--- config.mk ---
export PLATFORM = sky130hd
export DESIGN_NAME = mips32_regfile_sb
export DESIGN_NICKNAME = d
export VERILOG_FILES = /design/src/rtl/mips32_regfile_sb.sv
export SDC_FILE = /design/constraint.sdc
export NUM_CORES = 2
export LEC_CHECK = 0
export ABC_CLOCK_PERIOD_IN_PS = 32200
export CAP_MARGIN = 10
export CORE_MARGIN = 2
export CORE_UTILIZATION = 55
export DETAILED_ROUTE_END_ITERATION = 10
export HOLD_SLACK_MARGIN = 0.1
export PLACE_DENSITY = 0.75
export REMOVE_ABC_BUFFERS = 1
export SYNTH_ARGS = -nofsm -noshare
export SYNTH_HDL_FRONTEND = slang
export SYNTH_SLANG_ARGS = --single-unit
--- constraint.sdc ---
create_clock -name clk1 -period 32.2 [get_ports clk1]
set_input_delay 4.83 -clock clk1 [delete_from_list [all_inputs] [get_ports clk1]]
set_output_delay 4.83 -clock clk1 [all_outputs]
set_load 0.005 [all_outputs]
--- src/rtl/mips32_regfile_sb.sv ---
// mips32_regfile_sb
//   Register bank with a write scoreboard for the pipelined MIPS32 core.
//   ID reads two sources combinationally and is held off by iss_ready while
//   any source still has an outstanding write. WB retires writes in program
//   order. A writeback in the same cycle is forwarded to the read ports, so a
//   source whose last pending write lands this cycle does not stall.
//
//   Build option: REGFILE_INIT_INDEX_EN
//     When defined, reset loads reg[k] = k for k >= 1. Otherwise all
//     registers reset to zero. The scoreboard is the same in both builds.
//
// Ports
//   clk1, rst                 clock, asynchronous active-high reset
//   iss_valid/rs/rt/rd/wen    issue request from ID
//   iss_ready                 issue may proceed (independent of iss_valid)
//   rs_data, rt_data          source operands, bypassed from WB
//   wb_valid/rd/data          writeback from WB
//   flush                     taken branch: drop every pending write
//   pend_any                  some register has an outstanding write
//   err_wb                    sticky: a writeback found nothing pending

// One register plus its pending-write counter.
module mips32_regfile_sb_cell #(
  parameter int              XLEN   = 32,
  parameter int              CW     = 2,
  parameter logic [XLEN-1:0] RSTVAL = '0
) (
  input  logic            clk1,
  input  logic            rst,
  input  logic            flush,
  input  logic            inc,
  input  logic            dec,
  input  logic            wr,
  input  logic [XLEN-1:0] wdata,
  output logic [CW-1:0]   pend,
  output logic [XLEN-1:0] q
);
  always_ff @(posedge clk1 or posedge rst) begin
    if (rst) begin
      pend <= '0;
      q    <= RSTVAL;
    end else begin
      // Flushing blocks issue, so inc is never set together with flush.
      if (flush)          pend <= '0;
      else if (inc && !dec) pend <= pend + CW'(1);
      else if (dec && !inc) pend <= pend - CW'(1);
      if (wr) q <= wdata;
    end
  end
endmodule

module mips32_regfile_sb #(
  parameter int XLEN    = 32,
  parameter int NREG    = 32,
  parameter int MAXPEND = 3
) (
  input  logic                    clk1,
  input  logic                    rst,
  input  logic                    iss_valid,
  input  logic [$clog2(NREG)-1:0] iss_rs,
  input  logic [$clog2(NREG)-1:0] iss_rt,
  input  logic [$clog2(NREG)-1:0] iss_rd,
  input  logic                    iss_wen,
  output logic                    iss_ready,
  output logic [XLEN-1:0]         rs_data,
  output logic [XLEN-1:0]         rt_data,
  input  logic                    wb_valid,
  input  logic [$clog2(NREG)-1:0] wb_rd,
  input  logic [XLEN-1:0]         wb_data,
  input  logic                    flush,
  output logic                    pend_any,
  output logic                    err_wb
);
  localparam int AW = $clog2(NREG);
  localparam int CW = $clog2(MAXPEND + 1);

  logic [NREG-1:0][CW-1:0]   pend;
  logic [NREG-1:0][XLEN-1:0] regs;
  logic                      src_busy_rs, src_busy_rt, cap_haz, issue;

  // R0: no storage, never pending.
  assign pend[0] = '0;
  assign regs[0] = '0;

  for (genvar r = 1; r < NREG; r++) begin : g_reg
`ifdef REGFILE_INIT_INDEX_EN
    localparam logic [XLEN-1:0] RV = XLEN'(r);
`else
    localparam logic [XLEN-1:0] RV = '0;
`endif
    logic hit_wb;
    assign hit_wb = wb_valid && (wb_rd == AW'(r));

    mips32_regfile_sb_cell #(.XLEN(XLEN), .CW(CW), .RSTVAL(RV)) u_cell (
      .clk1  (clk1),
      .rst   (rst),
      .flush (flush),
      .inc   (issue && iss_wen && (iss_rd == AW'(r))),
      .dec   (hit_wb && (pend[r] != '0)),
      .wr    (hit_wb),
      .wdata (wb_data),
      .pend  (pend[r]),
      .q     (regs[r])
    );
  end

  // A source is busy unless its only outstanding write is retiring right now.
  function automatic logic src_busy(input logic [AW-1:0] s);
    return (s != '0) && (pend[s] != '0) &&
           !(wb_valid && (wb_rd == s) && (pend[s] == CW'(1)));
  endfunction

  function automatic logic [XLEN-1:0] rd_port(input logic [AW-1:0] s);
    if (s == '0)                    return '0;
    else if (wb_valid && wb_rd == s) return wb_data;
    else                            return regs[s];
  endfunction

  always_comb begin
    src_busy_rs = src_busy(iss_rs);
    src_busy_rt = src_busy(iss_rt);
    // Deliberately ignores a same-cycle writeback to iss_rd.
    cap_haz     = iss_wen && (iss_rd != '0) && (pend[iss_rd] == CW'(MAXPEND));
    iss_ready   = !flush && !src_busy_rs && !src_busy_rt && !cap_haz;
    issue       = iss_valid && iss_ready;
    rs_data     = rd_port(iss_rs);
    rt_data     = rd_port(iss_rt);
  end

  always_comb begin
    pend_any = 1'b0;
    for (int r = 0; r < NREG; r++) pend_any = pend_any | (pend[r] != '0);
  end

  always_ff @(posedge clk1 or posedge rst) begin
    if (rst) err_wb <= 1'b0;
    else if (wb_valid && wb_rd != '0 && pend[wb_rd] == '0 && !flush) err_wb <= 1'b1;
  end
endmodule

# Yosys cells after proc, flatten, opt, wreduce, memory -nomap -nowiden
# Cells that the tools add are included.
dict set report word_totals {
  regBits 1055
  input_bits 58
  elab_cells 647
  output_inout_bits 67
}
dict set report op_classes {
  n_eq_ne 67
  n_bitwise 30
  muxes 109
  add_sub_neg 62
  n_reduce_logical 312
  order_cmp 4
}
# operator count
set op_table {}
lappend op_table {{32-bit binary-select mux with 5-bit select} 2}
lappend op_table {{2-bit 2-to-1 mux} 97}
lappend op_table {{32-bit 2-to-1 mux} 6}
lappend op_table {{1-bit logical AND} 173}
lappend op_table {{5-bit == test, second input constant} 32}
lappend op_table {{3-bit nonzero test} 31}
lappend op_table {{5-bit by 4-bit == test with 1-bit output, second input constant} 16}
lappend op_table {{1-bit logical NOT} 68}
lappend op_table {{2-bit nonzero test} 33}
lappend op_table {{2-bit by 1-bit adder with 2-bit output, second input constant} 31}
lappend op_table {{2-bit by 1-bit subtractor with 2-bit output, second input constant} 31}
lappend op_table {{2-bit binary-select mux with 5-bit select} 4}
lappend op_table {{5-bit by 3-bit == test with 1-bit output, second input constant} 8}
lappend op_table {{1-bit OR} 30}
lappend op_table {{5-bit by 6-bit less-than comparator with 1-bit output, second input constant} 4}
lappend op_table {{5-bit by 2-bit == test with 1-bit output, second input constant} 4}
lappend op_table {{5-bit nonzero test} 4}
lappend op_table {{5-bit by 1-bit == test with 1-bit output, second input constant} 2}
lappend op_table {{5-bit == test} 2}
lappend op_table {{5-bit logical NOT} 2}
lappend op_table {{2-bit by 1-bit == test with 1-bit output, second input constant} 2}
lappend op_table {{2-bit == test, second input constant} 1}
lappend op_table {{2-bit logical NOT} 1}

# Depth between registers and ports, before layout
dict set report depth {
  ltp_word 31
  mapped_depth 13
  mapped_depth_nobuf 7
}

# Hierarchy
# Synthesis repeated with hierarchy kept, for this count alone.
dict set report unflattened {
  cells_unflattened 4029
  hier_area_um2 64996.1
}
# mod area_each_um2 cells_each seq_area_each_um2 n_inst
set modules_own_cells {}
lappend modules_own_cells {{mips32_regfile_sb_cell at g_reg[10].u_cell ...} 1461.4 80 850.8 30}
lappend modules_own_cells {mips32_regfile_sb 19695.1 1550 25.0 1}
lappend modules_own_cells {{mips32_regfile_sb_cell at g_reg[6].u_cell} 1458.9 79 850.8 1}

# Worst setup path after synthesis
# No wires, ideal clock.
dict set report synth_path {
  path_type {input -> output}
  from {in iss_rs[1]}
  to {out rs_data[30]}
  n_path_buf 6
  arrival_time_ps 7232
  setup_slack_ps 20138
  required_ps 27370
  cell_stages 12
  cell_sequence {buf_6 > buf_6 > buf_2 > buf_2 > buf_2 > clkbuf_1 > mux4_2 > mux4_2 > mux2i_1 > nor2_1 > a21oi_1 > nor2_1}
}
dict set report synth_between {
  elab_chain_len 4
  word_cells_on_any_way 7
  classes_between {eq/ne: 1; mux: 4; reduce/logical: 2}
}
# element line_no
set synth_rtl {}
lappend synth_rtl {{start: declaration} 60} ;# input logic [$clog2(NREG)-1:0] iss_rs,
lappend synth_rtl {{32-bit binary-select mux with 5-bit select / 5-bit == test (equally long branches)} {116, 115}}
lappend synth_rtl {{32-bit 2-to-1 mux (not written as such) / 1-bit logical AND (equally long branches)} {116, 115}}
lappend synth_rtl {{32-bit 2-to-1 mux} 115} ;# else if (wb_valid && wb_rd == s) return wb_data;
lappend synth_rtl {{32-bit 2-to-1 mux (*)} 114} ;# if (s == '0) return '0;
lappend synth_rtl {{end: declaration} 65} ;# output logic [XLEN-1:0] rs_data,
# Mark *: on every way between the ends. The rest lies on a longest branch, timed or not. The select of a mux whose other input is x is not followed.

# Worst setup path after layout
dict set report layout_path {
  from {in iss_rt[1]}
  to {out iss_ready}
}
dict set report layout_between {
  elab_chain_len 9
  word_cells_on_any_way 14
  classes_between {eq/ne: 2; mux: 2; reduce/logical: 10}
}
# element line_no
set layout_rtl {}
lappend layout_rtl {{start: declaration} 61} ;# input logic [$clog2(NREG)-1:0] iss_rt,
lappend layout_rtl {{2-bit binary-select mux with 5-bit select} {109, 110}}
lappend layout_rtl {{2-bit 2-to-1 mux (not written as such)} {109, 110}}
lappend layout_rtl {{2-bit by 1-bit == test with 1-bit output} 110} ;# !(wb_valid && (wb_rd == s) && (pend[s] == CW'(1)));
lappend layout_rtl {{1-bit logical AND} 110}
lappend layout_rtl {{1-bit logical NOT} 110}
lappend layout_rtl {{1-bit logical AND (*)} 109} ;# return (s != '0) && (pend[s] != '0) &&
lappend layout_rtl {{1-bit logical NOT (*)} 124} ;# iss_ready = !flush && !src_busy_rs && !src_busy_rt && !cap_haz;
lappend layout_rtl {{1-bit logical AND (*) (2 in series)} 124}
lappend layout_rtl {{end: declaration} 64} ;# output logic iss_ready,
# Marks and branches as above.

==> results.sh <==
export IMPL_ctsHoldBuffers=0
export IMPL_reg2reg_depth=8
export IMPL_comb_power_share_pct=21.0
export IMPL_syn_cell_area_um2=59800
export IMPL_tns_ns=0
export IMPL_first_global_vias=46200
export IMPL_ys_ff_latch=1055
export IMPL_grt_overflow=0
export IMPL_netlist_cell_type_count=65
export IMPL_post_cts_buffers=0
export IMPL_path_clk_slew_ns=0.06
export IMPL_synth_area_per_cell_um2=11.8
export IMPL_cts_sinks=1055
export IMPL_pwr_share_seq_pct=44.4
export IMPL_max_slew_margin_pct=5.67
export IMPL_grt_pass1_wl_um=306000
export IMPL_via_count=46000
export IMPL_ant_nets=0
export IMPL_root_buffer="clkbuf_16"
export IMPL_finalWirelength_um=205000
export IMPL_p_int_mw=2.83
export IMPL_htree_levels=3
export IMPL_status="completed"
export IMPL_io_pins=125
export IMPL_p_leak_nw=29.4
export IMPL_placementRows=120
export IMPL_grt_max_degree=160
export IMPL_yosysWarnings=0
export IMPL_ir_worst_vdd_mv=0.0449
export IMPL_slew_violations=0
export IMPL_first_iter_violations=6069
export IMPL_worst_setup_path_start_kind="input pin"
export IMPL_powerDensity_nw_per_um2=59.6
export IMPL_clk_path_buf_depth=3
export IMPL_antennaDiodeCount=0
export IMPL_hold_violations=0
export IMPL_routed_via_density=7.15
export IMPL_antenna_found_initial=0
export IMPL_crit_fanout=70
export IMPL_synth_top_area_share_pct=44.1
export IMPL_clkLatencyLatePin_ns=0.72
export IMPL_finalClockSkew_ns=0.0168
export IMPL_syn2layout_area_growth_pct=10.1
export IMPL_syn_inst=5064
export IMPL_fin_crit_ns=14.79
export IMPL_cp_end_kind="output port"
export IMPL_numCtsBuffers=111
export IMPL_avgRoutedWirePerCell_um=31.9
export IMPL_ys_seq_area_share_pct=44.1
export IMPL_synth_edf_count=0
export IMPL_final_util_pct=61.3
export IMPL_p_sw_mw=1.10
export IMPL_gp_congestion=0.961
export IMPL_setup_viol=0
export IMPL_hold_path_cell_count=1
export IMPL_hold_path_class="reg2reg"
export IMPL_fillerInstances=8167
export IMPL_dpl_hpwl_um=108000
export IMPL_tightest_slew_ns=1.41
export IMPL_synthArstFlopShare_pct=100
export IMPL_die_y_um=334
export IMPL_die_w_um=334
export IMPL_groute_usage_overall_pct=37.3
export IMPL_drive_gt1_share_pct=32.2
export IMPL_required_ns=27.37
export IMPL_cts_resized_gates=0
export IMPL_finalCritPeriodShare_pct=45.9
export IMPL_coreArea_um2=108000
export IMPL_nNetsFinal=4994
export IMPL_hold_slack_ns=0.486
export IMPL_max_freq_mhz=67.6
export IMPL_cp_arrival_ns=9.96
export IMPL_synth_top_cell_by_area="dfrtp_1"
export IMPL_portBuffers=124
export IMPL_rsz0062_at_grt="no"
export IMPL_worstSetupPathType="in2out"
export IMPL_start_util_pct=55.6
export IMPL_clock_power_share_pct=34.6
export IMPL_die_area_um2=111000
export IMPL_synth_flop_cell="dfrtp_1"
export IMPL_first_pass_iters=8
export IMPL_synth_area_top_cells="dfrtp_1 (44%), mux4_2 (21%), mux2_2 (12%)"
export IMPL_p_sw_share_pct=27.9
export IMPL_cts_tree="yes"
export IMPL_maxCapViolations=0
export IMPL_drc_errors=0
-- worst max-delay path, cell delays in order --
cell	delay, ns
buf_8	0.54
buf_4	0.68
buf_4	0.60
xnor2_1	0.17
and2_1	0.20
and2_2	0.15
buf_4	0.82
o311ai_4	0.17
buf_4	0.28
a311oi_1	0.71
clkdlybuf4s50_1	0.64
-- per-layer routing --
layer	vias to the layer above	part of all wire (%)	GRT usage, %
met1	23400	36	49.2
met5	-	0.041	0.608
li1	18300	-	-
met4	2	7.1	21.4
met3	898	14	12.5
met2	3387	43	54.1
-- placed cells by master (no fill, tap or decap), types with 17 or more instances in the layout --
cell type / n
mux2i_1: 91
nand2_1: 1308
nor3_1: 64
a211oi_1: 39
nor2b_1: 17
clkbuf_16: 113
clkdlybuf4s50_1: 115
mux2_2: 645
a31oi_1: 29
dfrtp_1: 1055
nor2_1: 187
clkbuf_8: 28
nand2_2: 19
o2111ai_1: 28
a31o_2: 26
mux4_2: 569
buf_4: 122
a21oi_1: 117
a221oi_1: 41
nor3b_1: 19
a2111oi_0: 37
and2_1: 28
o21ai_0: 36
a22o_1: 23
clkinv_2: 21
clkbuf_1: 21
nand4_1: 27
-- cells by family after synthesis --
logic type,count (synthesis),share of synthesized area [%]
AOI/OAI and AO/OA,436,5.21
xor gates and xnor gates,10,0.146
buffers and inverters,499,3.48
DFF,1055,44.1
muxes,1309,35.2
and+or+nand+nor,1755,11.8
-- final cells by class --
class                   count  area, µm²  share of cell area [%]
clock buffers             161       3270                    4.96
inverters                  13       66.3                   0.101
flip-flops and latches   1055      26400                    40.1
repair buffers            245       2200                    3.34
well taps                1403       1760                    2.66
multi-input cells        3510      31600                    48.0
clock inverters            40        557                   0.845
-- registers in the layout, summed over array words and instances (netlist names) --
signal,cells
g.u_cell.q,992
g.u_cell.pend,62
err_wb,1
-- worst paths after layout --
kind | slack, ns | endpoint | startpoint
setup / recovery | 17.41 | iss_ready | iss_rt[1]
hold / removal | 0.49 | err_wb | err_wb
setup reg to reg | 28.76 | g_reg[6].u_cell.pend[0] | g_reg[7].u_cell.pend[0]
hold reg to reg | 0.49 | err_wb | err_wb
max in group asynchronous | 22.43 | g_reg[6].u_cell.pend[1] | rst
min in group asynchronous | 4.76 | g_reg[12].u_cell.q[28] | rst
-- per-stage QoR --
step / total power [mW] / area (µm²) / setup slack [ns] / cells
6_report: 3.93 / 65900 / 17.41 / 6427
5_1_grt: 4.07 / 65900 / 17.28 / 6427
4_1_cts: 3.92 / 65900 / 17.57 / 6426
3_5_place_dp: 2.57 / 62000 / 17.56 / 6225
3_3_place_gp: 2.52 / 62000 / 17.58 / 6225
2_1_floorplan: 2.27 / 57800 / -2.33 / 4578
-- Yosys cell counts (all sizes together) (3+ instances only) --
cell	n
nand4	27
nor3	65
dfrtp	1055
nor3b	19
o311ai	6
a311oi	9
xor2	8
clkbuf	355
mux2	648
or4	9
nor2	201
and2	29
a211oi	39
a221oi	41
o22ai	4
o21bai	6
mux4	570
a21oi	117
nand2	1340
and3	7
or2	4
o2111ai	28
a31o	27
a2111o	4
inv	12
a31oi	29
nor2b	19
nor4	11
a22o	23
mux2i	91
a22oi	4
a2111oi	37
o2bb2ai	3
nand3	8
o31ai	12
o21ai	37
buf	131
nand2b	11
-- power groups by stage --
| stage | registers [mW] | logic (mW) | clock network, mW |
|---|---|---|---|
| after floorplan | 1.70 | 0.569 | 0 |
| after global placement | 1.73 | 0.788 | 0 |
| after detailed placement | 1.75 | 0.812 | 0 |
| after CTS | 1.74 | 0.819 | 1.36 |
| after global routing | 1.77 | 0.882 | 1.42 |
| final | 1.74 | 0.825 | 1.36 |
(Power assumes the default switching activity.)
